### src/rtl/mnist_pkg.sv
// Shared types for the MNIST accelerator datapath.
// Holds bus widths, the result-writer FSM encoding and the pooled vector type.
package mnist_pkg;

  localparam int DATA_WIDTH     = 32;
  localparam int NUM_POOL_OUT   = 12;
  localparam int EXT_ADDR_WIDTH = 12;

  typedef enum logic [1:0] {
    IDLE,
    ARMED,
    WRITE,
    DONE
  } writer_state_t;

  typedef logic [NUM_POOL_OUT*DATA_WIDTH-1:0] pool_vec_t;

endpackage

### src/rtl/pool_vec_fifo.sv
// Two-entry vector FIFO between the pooling bus and the RAM serialiser.
// Push and pop may occur in the same cycle.
module pool_vec_fifo #(
  parameter int WIDTH = mnist_pkg::NUM_POOL_OUT * mnist_pkg::DATA_WIDTH
) (
  input  logic             clk,
  input  logic             rst_n,
  input  logic             push,
  input  logic             pop,
  input  logic [WIDTH-1:0] din,
  output logic [WIDTH-1:0] dout,
  output logic             full,
  output logic             empty
);

  logic [WIDTH-1:0] mem [2];
  logic             rd_ptr;
  logic             wr_ptr;
  logic [1:0]       cnt;

  assign dout  = mem[rd_ptr];
  assign full  = (cnt == 2'd2);
  assign empty = (cnt == 2'd0);

  always_ff @(posedge clk) begin
    if (push) begin
      mem[wr_ptr] <= din;
    end
  end

  always_ff @(posedge clk) begin
    if (!rst_n) begin
      rd_ptr <= 1'b0;
      wr_ptr <= 1'b0;
      cnt    <= 2'd0;
    end else begin
      if (push) begin
        wr_ptr <= ~wr_ptr;
      end
      if (pop) begin
        rd_ptr <= ~rd_ptr;
      end
      unique case ({push, pop})
        2'b10:   cnt <= cnt + 2'd1;
        2'b01:   cnt <= cnt - 2'd1;
        default: cnt <= cnt;
      endcase
    end
  end

endmodule

### src/rtl/pool_result_writer.sv
// Drains pooled float32 vectors into an external RAM, one word per handshake.
// Two-slot buffering; frame_done pulses after the last vector of a frame.
module pool_result_writer #(
  parameter int DATA_WIDTH     = mnist_pkg::DATA_WIDTH,
  parameter int NUM_OUT        = mnist_pkg::NUM_POOL_OUT,
  parameter int FRAME_VECS     = 12,
  parameter int EXT_ADDR_WIDTH = mnist_pkg::EXT_ADDR_WIDTH,
  parameter int BASE_ADDR      = 0
) (
  input  logic                          clk,
  input  logic                          rst_n,
  input  logic                          enable,
  input  logic                          pool_valid,
  input  logic [NUM_OUT*DATA_WIDTH-1:0] pool_bus,
  output logic                          pool_ready,
  output logic [EXT_ADDR_WIDTH-1:0]     ram_addr,
  output logic [DATA_WIDTH-1:0]         ram_data,
  output logic                          ram_we,
  input  logic                          ram_ready,
  output logic                          frame_done,
  output logic                          overflow
);

  import mnist_pkg::*;

  localparam int WW = (NUM_OUT > 1) ? $clog2(NUM_OUT) : 1;
  localparam int VW = $clog2(FRAME_VECS + 1);

  writer_state_t state;
  writer_state_t state_nxt;

  logic [NUM_OUT*DATA_WIDTH-1:0] head;
  logic [EXT_ADDR_WIDTH-1:0]     word_count;
  logic [WW-1:0]                 word_idx;
  logic [VW-1:0]                 cap_cnt;
  logic [VW-1:0]                 wr_cnt;
  logic [DATA_WIDTH-1:0]         word;

  logic live;
  logic push;
  logic pop;
  logic full;
  logic empty;
  logic accept;
  logic last_word;
  logic last_vec;

  assign live       = (state == ARMED) || (state == WRITE);
  assign pool_ready = live && !full && (cap_cnt < VW'(FRAME_VECS));
  assign push       = pool_valid && pool_ready;
  assign ram_we     = (state == WRITE) && !empty;
  assign accept     = ram_we && ram_ready;
  assign last_word  = (word_idx == WW'(NUM_OUT - 1));
  assign last_vec   = (wr_cnt == VW'(FRAME_VECS - 1));
  assign pop        = accept && last_word;
  assign frame_done = (state == DONE);

  // Outputs stay at zero whenever no write is being requested.
  assign ram_addr = ram_we ?
    EXT_ADDR_WIDTH'(BASE_ADDR) + word_count : '0;
  assign ram_data = ram_we ? word : '0;

  pool_vec_fifo #(
    .WIDTH(NUM_OUT * DATA_WIDTH)
  ) u_fifo (
    .clk  (clk),
    .rst_n(rst_n),
    .push (push),
    .pop  (pop),
    .din  (pool_bus),
    .dout (head),
    .full (full),
    .empty(empty)
  );

  // Word 0 sits in the most significant slice of the bus.
  always_comb begin
    word = '0;
    for (int k = 0; k < NUM_OUT; k++) begin
      if (word_idx == WW'(k)) begin
        word = head[(NUM_OUT-k)*DATA_WIDTH-1 -: DATA_WIDTH];
      end
    end
  end

  always_comb begin
    state_nxt = state;
    unique case (state)
      IDLE: begin
        if (enable) state_nxt = ARMED;
      end
      ARMED: begin
        if (push) state_nxt = WRITE;
      end
      WRITE: begin
        if (pop) begin
          if (last_vec)          state_nxt = DONE;
          else if (full || push) state_nxt = WRITE;
          else                   state_nxt = ARMED;
        end
      end
      DONE: begin
        state_nxt = IDLE;
      end
      default: state_nxt = IDLE;
    endcase
  end

  always_ff @(posedge clk) begin
    if (!rst_n) begin
      state      <= IDLE;
      word_count <= '0;
      word_idx   <= '0;
      cap_cnt    <= '0;
      wr_cnt     <= '0;
      overflow   <= 1'b0;
    end else begin
      state <= state_nxt;
      if ((state == IDLE) && enable) begin
        word_count <= '0;
        word_idx   <= '0;
        cap_cnt    <= '0;
        wr_cnt     <= '0;
      end else begin
        if (push) begin
          cap_cnt <= cap_cnt + VW'(1);
        end
        if (accept) begin
          word_count <= word_count + EXT_ADDR_WIDTH'(1);
          word_idx   <= last_word ? '0 : word_idx + WW'(1);
        end
        if (pop) begin
          wr_cnt <= wr_cnt + VW'(1);
        end
      end
      if (pool_valid && !pool_ready && live) begin
        overflow <= 1'b1;
      end
    end
  end

endmodule

### config.mk
export PLATFORM = sky130hd
export DESIGN_NAME = pool_result_writer
export DESIGN_NICKNAME = d
export VERILOG_FILES = /design/src/rtl/mnist_pkg.sv /design/src/rtl/pool_vec_fifo.sv /design/src/rtl/pool_result_writer.sv
export SDC_FILE = /design/constraint.sdc
export NUM_CORES = 1
export LEC_CHECK = 0
export ABC_AREA = 1
export BUFFER_PORTS_ARGS = -buffer_cell sky130_fd_sc_hd__buf_2
export CAP_MARGIN = 20
export CORE_MARGIN = 2
export CORE_UTILIZATION = 53
export DETAILED_ROUTE_END_ITERATION = 8
export GPL_ROUTABILITY_DRIVEN = 0
export HOLD_SLACK_MARGIN = 0.06
export PLACE_DENSITY_LB_ADDON = 0.2
export SYNTH_ARGS = -nofsm -noshare
export SYNTH_HDL_FRONTEND = slang
export SYNTH_HIERARCHICAL = 1
export SYNTH_SLANG_ARGS = --single-unit
### constraint.sdc
create_clock -name clk -period 20.1 [get_ports clk]
set_clock_uncertainty 0.15 [all_clocks]
set_input_delay 3.015 -clock clk [delete_from_list [all_inputs] [get_ports clk]]
set_output_delay 3.015 -clock clk [all_outputs]
set_load 0.02 [all_outputs]
==> flow_summary.toml, run 1 <==
[synthesis]
yosysSeqAreaShare_pct = 66.9
ys_types = 40
synth_top_area_share_pct = 65.1
synth_xor_area_share_pct = 0.0494
yosys-top-cells-area = "edfxtp_1 (65%), mux2_4 (15%), nand2_1 (4.6%)"
synth.avg_cell_area_um2 = 14.2
syn_area_mm2 = 0.0354
synth_fa_ha_area_share_pct = 0.459
synth_fp_nets = 2899
synthSimpleGateAreaFrac_pct = 10.3
synth_edf_count = 768
synth-seq-cells = 800
synth_compound_area_share_pct = 1.90
synth_top_family_by_area = "multiplexers"
ys_async_sr_fraction_pct = 0
synthTopCellsByCount = "edfxtp_1 (768), nand2_1 (439), mux2_4 (360), nor2_1 (182), inv_1 (175)"
ys.flop_type = "edfxtp_1"
muxShareOfSynthArea_pct = 16.0
synth_largest_area_cell = "edfxtp_1"
synth_warnings = 6
yosysMostFrequentCell = "edfxtp_1"
syn_inst = 2497

[worst_setup_path]
rrSetupSlack_ps = 15410
cp-end-kind = "output port"
required_ps = 16940
startpoint_type = "register"
worstPathArrival_ps = 4960
worstPathMaxFanout = 48
path_class = "reg -> out"

[die]
num_rows = 94
fp.dieH_um = 263
core_area_mm2 = 0.0660
die_w_um = 263
design.die.area_mm2 = 0.0690
initial_core_util_pct = 53.7
io_pins = 437

[routing]
drtIter0Drc = 1758
vias = 20740
drt-total-wl_mm = 86.4
dr.pass1.iters = 5
vias_per_cell = 5.35
drc = 0
ant_nets = 0
avgRoutedWirePerCell_um = 22.3

[place]
portBuffers = 436
hpwl_mm = 57.3
place_inst = 3704

[clock_tree]
path_clk_slew_ps = 60
cts_buffer_depth = 3
cts_sinks = 800
cts_tree = "built"
cts-resized-gates = 0
cts-root-buf = "clkbuf_16"
holdBufCountCts = 0
cts_setup_buffers = 0
insertion_delay_ps = 620
cts_buffers = 85
htree_levels = 3

[sta]
rsz0062_at_grt = "no"
max_freq_mhz = 123
maxSlewHeadroom_pct = 17.9
setup_viol = 0
min_period_ps = 8130
setup_tns_ps = 0
worst-slew-pin-transition_ps = 1230
period_share_pct = 40.4
slew_viol_final = 0
hold_violations = 0
whs_ps = 322

[global_route]
grt_busiest_layer = "met2"
grt_pass1_vias = 20959
use_met3_pct = 5.44
antenna_found_initial = 33
track_usage_pct = 24.6
grt_pass1_wl_mm = 127
grt_start_max_net_pins = 180
met1_usage_pct = 31.3
grt-ovfl-total = 0
use_met2_pct = 41.8

[power]
p_per_area_mw_per_mm2 = 107
power_switching_w = 0.00106
irDropWorstVdd_v = 0.0000905
power_w = 0.00435
clock_power_share_pct = 33.8
swShare_pct = 24.5
seq_power_share_pct = 50.9
leakage_nw = 15.8
intPower_w = 0.00328
comb_power_share_pct = 15.3

[cells_and_area]
nFillCells = 4959
drive_gt1_share_pct = 33.2
fin_util_pct = 61.8
area_growth_pct = 15.1
fin_cells = 3877
nets = 3330

[run_status]
status = "complete, no violations"

[job]
maxCapViolations = 0

[hold_path]
hold_path.class = "reg -> reg"
-- registers in the layout (all words and copies together), names as in the netlist, named ones only --
signal / flops
cap_cnt: 4
wr_cnt: 4
overflow: 1
u_fifo/cnt: 2
u_fifo/mem: 768
word_idx: 4
u_fifo/wr_ptr: 1
word_count: 12
state: 2
u_fifo/rd_ptr: 1
-- final timing paths --
kind	from	end	depth (start not counted)
setup / recovery	register	ram_data[29]	14
hold reg to reg	overflow	overflow	2
hold / removal	overflow	overflow	2
setup reg to reg	state[1]	u_fifo/mem[0][299]	10
-- through the flow --
stage	instance area, um2	worst slack, ps
2_1_floorplan	35400	6070
4_1_cts	40700	11940
5_1_grt	40800	11780
3_5_place_dp	38100	12610
6_report	40800	11970
3_3_place_gp	38100	12600
-- cells by family (layout without fill, tap and decap cells) --
logic type                 Yosys count  count (layout)
adders and majority gates           13              13
other                                0              21
xor gates and xnor gates             2               2
buffers and inverters              304             799
and+or+nand+nor                    863             863
DFF                                800             800
AOI/OAI and AO/OA                  131             131
muxes                              384             384
-- cells in the final DEF, fill, tap and decap left out, types with 21 or more instances in the layout --
cell         n
a21oi_1     51
nand2_1    439
clkbuf_16   87
buf_2      436
mux2_4     360
nand3_1    157
diode_2     21
inv_1      173
buf_4       24
mux2_2      24
nand4_1     27
o21ai_0     72
edfxtp_1   768
nor2_1     179
clkbuf_1    31
dfxtp_1     31
-- power groups by stage --
| stage | logic (W) | registers [W] | clock network (W) |
|---|---|---|---|
| after floorplan | 0.000433 | 0.00234 | 0 |
| after global placement | 0.000657 | 0.00223 | 0 |
| after detailed placement | 0.000669 | 0.00225 | 0 |
| after CTS | 0.000672 | 0.00221 | 0.00150 |
| after global routing | 0.000715 | 0.00223 | 0.00156 |
| final | 0.000664 | 0.00221 | 0.00147 |
-- cell type report --
| cell class | instances | area, um2 | area share (%) |
|---|---|---|---|
| flip-flops and latches | 800 | 23700 | 58.1 |
| multi-input cells | 1393 | 10200 | 25.0 |
| repair buffers | 464 | 2460 | 6.02 |
| clock buffers | 122 | 2350 | 5.76 |
| well taps | 864 | 1080 | 2.65 |
| inverters | 184 | 698 | 1.71 |
| clock inverters | 29 | 248 | 0.607 |
| diodes | 21 | 52.6 | 0.129 |
-- routing by layer --
metal	routed length [um]	share of wire, %	vias up
met2	43300	50	629
met3	5310	6.1	157
met4	2700	3.1	32
met5	186	0.22	-
met1	34900	40	10202
li1	-	-	9720
-- worst max-delay path, cell delays in order (launching register included) --
cell     delay [ps]
dfxtp_4         970
buf_4           820
buf_4           800
mux2_4          280
nand2_1          50
nand2_1         100
inv_1            50
nand2_1          60
nand2_1          50
nand3_1          90
nand3_1         130
nand3_1         160
nand2_1          70
a21oi_1         230
buf_2           230
No activity file was read; power rests on OpenSTA's default activity.
==> run 2: changes to the inputs <==
Clock period 20.1 ns to 7.45 ns, I/O delays scaled along.
==> run 2 against run 1 <==
Net effect: register-to-register slack lost 12000 ps; largest power group unchanged; first-iteration DRC count up 12%; critical path depth increased by 2; critical path type unchanged; combinational power increased to 2.8 times the previous value; sequential cell count unchanged; non-clock buffer count decreased by 4; clock-buffer cell count is 25 lower; global-route usage is 0.93 points higher; setup slack got worse by 11000 ps; power increased to 2.7 times the previous value; die area did not move; largest cell class unchanged; cell count about the same.
==> flow_summary.toml, run 2 (same netlist as run 1, synthesis figures left out) <==
[cells_and_area]
area_growth_pct = 15.5
drive_gt1_share_pct = 33.4
nets = 3324
largest_reg_flops = 768
reg_top3 = "u_fifo/mem x768, word_count x12"
mostFrequentLayoutCell = "edfxtp_1"
fin_cells = 3875
nFillCells = 5084
layout_common_cells = "edfxtp_1 (768), nand2_1 (437), buf_2 (436)"
fin_util_pct = 62.1
top_register = "u_fifo/mem"

[place]
portBuffers = 436
place_inst = 3700
hpwl_mm = 60.9

[clock_tree]
cts_buffer_depth = 3
htree_levels = 3
cts-resized-gates = 0
insertion_delay_ps = 620
cts-root-buf = "clkbuf_16"
cts_sinks = 800
holdBufCountCts = 0
path_clk_slew_ps = 60
cts_buffers = 83
cts_tree = "built"
cts_setup_buffers = 0

[die]
num_rows = 94
initial_core_util_pct = 53.7
core_area_mm2 = 0.0660
io_pins = 437
fp.dieH_um = 263
design.die.area_mm2 = 0.0690
die_w_um = 263

[routing]
vias_per_cell = 5.43
vias = 21031
drt-total-wl_mm = 89.0
drc = 0
drtIter0Drc = 1961
dr.pass1.iters = 7
ant_nets = 0
avgRoutedWirePerCell_um = 23.0

[power]
leakage_nw = 15.8
power_w = 0.0120
p_per_area_mw_per_mm2 = 292
irDropWorstVdd_v = 0.000301

[global_route]
grt_start_max_net_pins = 170
grt_pass1_wl_mm = 131
antenna_found_initial = 32
grt-ovfl-total = 0
grt_pass1_vias = 21299
track_usage_pct = 25.5

[hold_path]
hold_path.class = "reg -> reg"

[worst_setup_path]
worstPathMaxFanout = 48
worstPathArrival_ps = 4760
crit_family = "buffers and inverters"
startpoint_type = "register"
cp-end-kind = "output port"
path_class = "reg -> out"
max_stage_delay_ps = 890
path_cells = "inv_1, ha_1, inv_2, nor2_4, buf_4, inv_2, nand2_1, inv_1, nand3_1, nand2_1, nand2_1, nand2_1, nand2_1, nand2_1, a21oi_1, buf_2"
required_ps = 6180
crit_slowest_cell = "ha_1"
cp_common_cell = "nand2_1"
path_buf_inv = 6

[sta]
maxSlewHeadroom_pct = 9.68
max_freq_mhz = 166
hold_violations = 0
setup_tns_ps = 0
whs_ps = 325
worst-slew-pin-transition_ps = 1350
period_share_pct = 80.9
min_period_ps = 6020
rsz0062_at_grt = "no"
slew_viol_final = 0
setup_viol = 0

[run_status]
status = "complete, no violations"

[job]
maxCapViolations = 0
[run 2: cell types whose count changed in the layout (fill, tap and decap cells not counted), moves of 2 or more]
cell / change
clkbuf_1: -20
clkinv_2: +7
buf_12: +5
nand2_1: -2
clkinv_1: +14
clkbuf_8: -3
bufinv_16: +6
clkbuf_16: -2
buf_4: -8
[run 2: worst paths after layout]
check | endpoint | slack (ps) | startpoint | cells after the start
max | ram_data[22] | 1430 | word_idx[1] | 16
min | cap_cnt[3] | 330 | cap_cnt[3] | 2
max reg2reg | u_fifo/mem[0][343] | 3690 | state[1] | 10
min reg2reg | cap_cnt[3] | 330 | cap_cnt[3] | 2
[run 2: per-layer routing]
layer / up-vias / share of wire, % / GRT usage, %
met1: 10404 / 39 / 31.5
met5: - / 0.11 / 0
met4: 16 / 3.6 / 10.6
li1: 9715 / - / -
met3: 162 / 6.4 / 4.76
met2: 734 / 51 / 44.3
[run 2: final cells by class]
type,instances,area [um2],area share (%)
clock inverters,56,515,1.26
diodes,21,52.6,0.128
flip-flops and latches,800,23700,57.9
repair buffers,460,2470,6.03
multi-input cells,1393,10200,25.0
clock buffers,97,2180,5.33
well taps,864,1080,2.64
inverters,184,699,1.71
[run 2: worst reg2reg max path, stage by stage (launching register included)]
cell,delay (ps)
dfxtp_1,400
inv_1,120
ha_1,310
nand2_1,90
nor2_4,170
nand2_8,90
inv_6,90
inv_1,80
nor2_4,140
buf_12,630
buf_12,910
[run 2: power breakdown]
part | internal [W] | switching [W]
Combinational | 0.000774 | 0.00108
Clock | 0.00241 | 0.00172
Sequential | 0.00580 | 0.000168
Total | 0.00899 | 0.00296
[run 2: metrics by stage]
step	setup WS, ps	instance area [um2]
after floorplan	-152	35500
after global placement	2220	38200
after detailed placement	2130	38200
after CTS	1430	40900
after global routing	1100	40900
final	1430	41000
==> run 3: changes to the inputs <==
Settings changed: CORE_UTILIZATION 53 to 58.
Clock period 7.45 ns to 6.15 ns, I/O delays scaled along.
==> run 3 against run 2 <==
Net effect: clock-buffer cell count rose by 10; sequential share of layout area is 0.11 points higher; final area down 0.17%; critical endpoint is now ram_data[6]; via count down 0.83%.
==> flow_summary.toml, run 3 (same netlist as run 1, synthesis figures left out) <==
[die]
design.die.area_mm2 = 0.0631
num_rows = 90
die_w_um = 251
io_pins = 437
fp.dieH_um = 251
core_area_mm2 = 0.0604
initial_core_util_pct = 58.7

[power]
power_switching_w = 0.00351
comb_power_share_pct = 15.5
p_per_area_mw_per_mm2 = 349
swShare_pct = 24.6
seq_power_share_pct = 50.7
irDropWorstVdd_v = 0.000310
intPower_w = 0.0108
clock_power_share_pct = 33.9
leakage_nw = 15.8

[sta]
period_share_pct = 82.2
slew_viol_final = 0
whs_ps = 308
min_period_ps = 5050
hold_violations = 0
setup_tns_ps = 0
rsz0062_at_grt = "no"
maxSlewHeadroom_pct = 33.1
setup_viol = 0
worst-slew-pin-transition_ps = 1000
max_freq_mhz = 198

[routing]
avgRoutedWirePerCell_um = 22.4
drtIter0Drc = 1879
ant_nets = 0
vias_per_cell = 5.48
dr.pass1.iters = 5
drt-total-wl_mm = 85.5
vias = 20856
drc = 0

[global_route]
track_usage_pct = 26.7
antenna_found_initial = 42
met1_usage_pct = 32.8
use_met3_pct = 6.27
grt_pass1_wl_mm = 125
grt_start_max_net_pins = 159
grt-ovfl-total = 0
grt_busiest_layer = "met2"
grt_pass1_vias = 20947
use_met2_pct = 46.1

[cells_and_area]
mostFrequentLayoutCell = "edfxtp_1"
area_growth_pct = 15.3
reg_top3 = "u_fifo/mem x768, word_count x12"
top_register = "u_fifo/mem"
largest_reg_flops = 768
drive_gt1_share_pct = 33.8
nFillCells = 4209
fin_cells = 3809
layout_common_cells = "edfxtp_1 (768), nand2_1 (436), buf_2 (436)"
nets = 3332

[worst_setup_path]
max_stage_delay_ps = 550
cp-end-kind = "output port"
r2r_cells = 9
worstPathMaxFanout = 47
r2r_start = "state[1]"
worstPathArrival_ps = 3980
crit_slowest_cell = "buf_4"
r2r-end = "u_fifo/mem[1][262]"
path_class = "reg -> out"
path_cells = "inv_1, ha_1, buf_4, inv_2, nor2_4, buf_4, inv_2, nand2_1, inv_1, nand3_1, nand2_1, nand2_1, nand2_1, nand2_1, nand2_1, a21oi_1, buf_2"
startpoint_type = "register"
rrSetupSlack_ps = 3080
required_ps = 5080
cp_common_cell = "nand2_1"

[clock_tree]
cts_sinks = 800
holdBufCountCts = 0
insertion_delay_ps = 610
cts-resized-gates = 0
cts_buffer_depth = 3
path_clk_slew_ps = 60
cts_tree = "built"
htree_levels = 3
cts_buffers = 84
cts_setup_buffers = 0
cts-root-buf = "clkbuf_16"

[hold_path]
hold_path.class = "reg -> reg"
min_to = "cap_cnt[3]"
whs_path_depth = 2
hp-start = "cap_cnt[3]"

[run_status]
status = "complete, no violations"

[place]
place_inst = 3626
portBuffers = 436
hpwl_mm = 58.1

[job]
maxCapViolations = 0
-- run 3: power groups by stage --
| stage | logic (W) | clock network, W | registers [W] |
|---|---|---|---|
| after global routing | 0.00237 | 0.00512 | 0.00730 |
| after global placement | 0.00218 | 0 | 0.00729 |
| final | 0.00221 | 0.00483 | 0.00724 |
| after CTS | 0.00223 | 0.00491 | 0.00724 |
| after floorplan | 0.00146 | 0 | 0.00749 |
| after detailed placement | 0.00222 | 0 | 0.00735 |
-- run 3: critical path, delay by kind of cell, from the launching register on --
family / cells / cell delay [ps]
AO/OA/AOI/OAI: 1 / 130
adder cells (fa/ha/maj): 1 / 160
buffers and inverters: 7 / 1750
flip-flops: 1 / 330
AND/OR/NAND/NOR: 8 / 970
-- run 3: cell type report --
cell class	instances	area (um2)	share of cell area, %
Sequential cell	800	23700	58.0
Timing Repair Buffer	467	2540	6.21
Clock buffer	107	2210	5.40
Antenna cell	31	77.6	0.190
Tap cell	782	978	2.39
Multi-Input combinational cell	1393	10300	25.1
Clock inverter	45	399	0.976
Inverter	184	704	1.72
-- run 3: how the worst max path moves through the flow --
stage                 from               end  depth (start not counted)
3_5_place_dp   word_idx[1]       ram_data[6]                         17
6_report       word_idx[1]       ram_data[6]                         17
4_1_cts        word_idx[1]       ram_data[6]                         17
3_3_place_gp   word_idx[1]      ram_data[25]                         12
5_1_grt        word_idx[1]       ram_data[6]                         17
2_1_floorplan     state[1]  u_fifo/mem[0][0]                          8
-- run 3: metal layers --
metal / vias to the layer above / share of wire (%)
li1: 9738 / -
met1: 10259 / 38
met2: 685 / 51
met3: 146 / 7.3
met4: 28 / 2.8
met5: - / 0.19
-- run 3: through the flow --
step                      util (%)  cell area [um2]  setup slack, ps  power (W)
after floorplan                  -            35500            -1260    0.00894
after global placement        63.2            38200             1550    0.00947
after detailed placement      63.3            38200             1680    0.00957
after CTS                     67.6            40800             1020     0.0144
after global routing          67.7            40900              760     0.0148
final                         67.7            40900             1100     0.0143
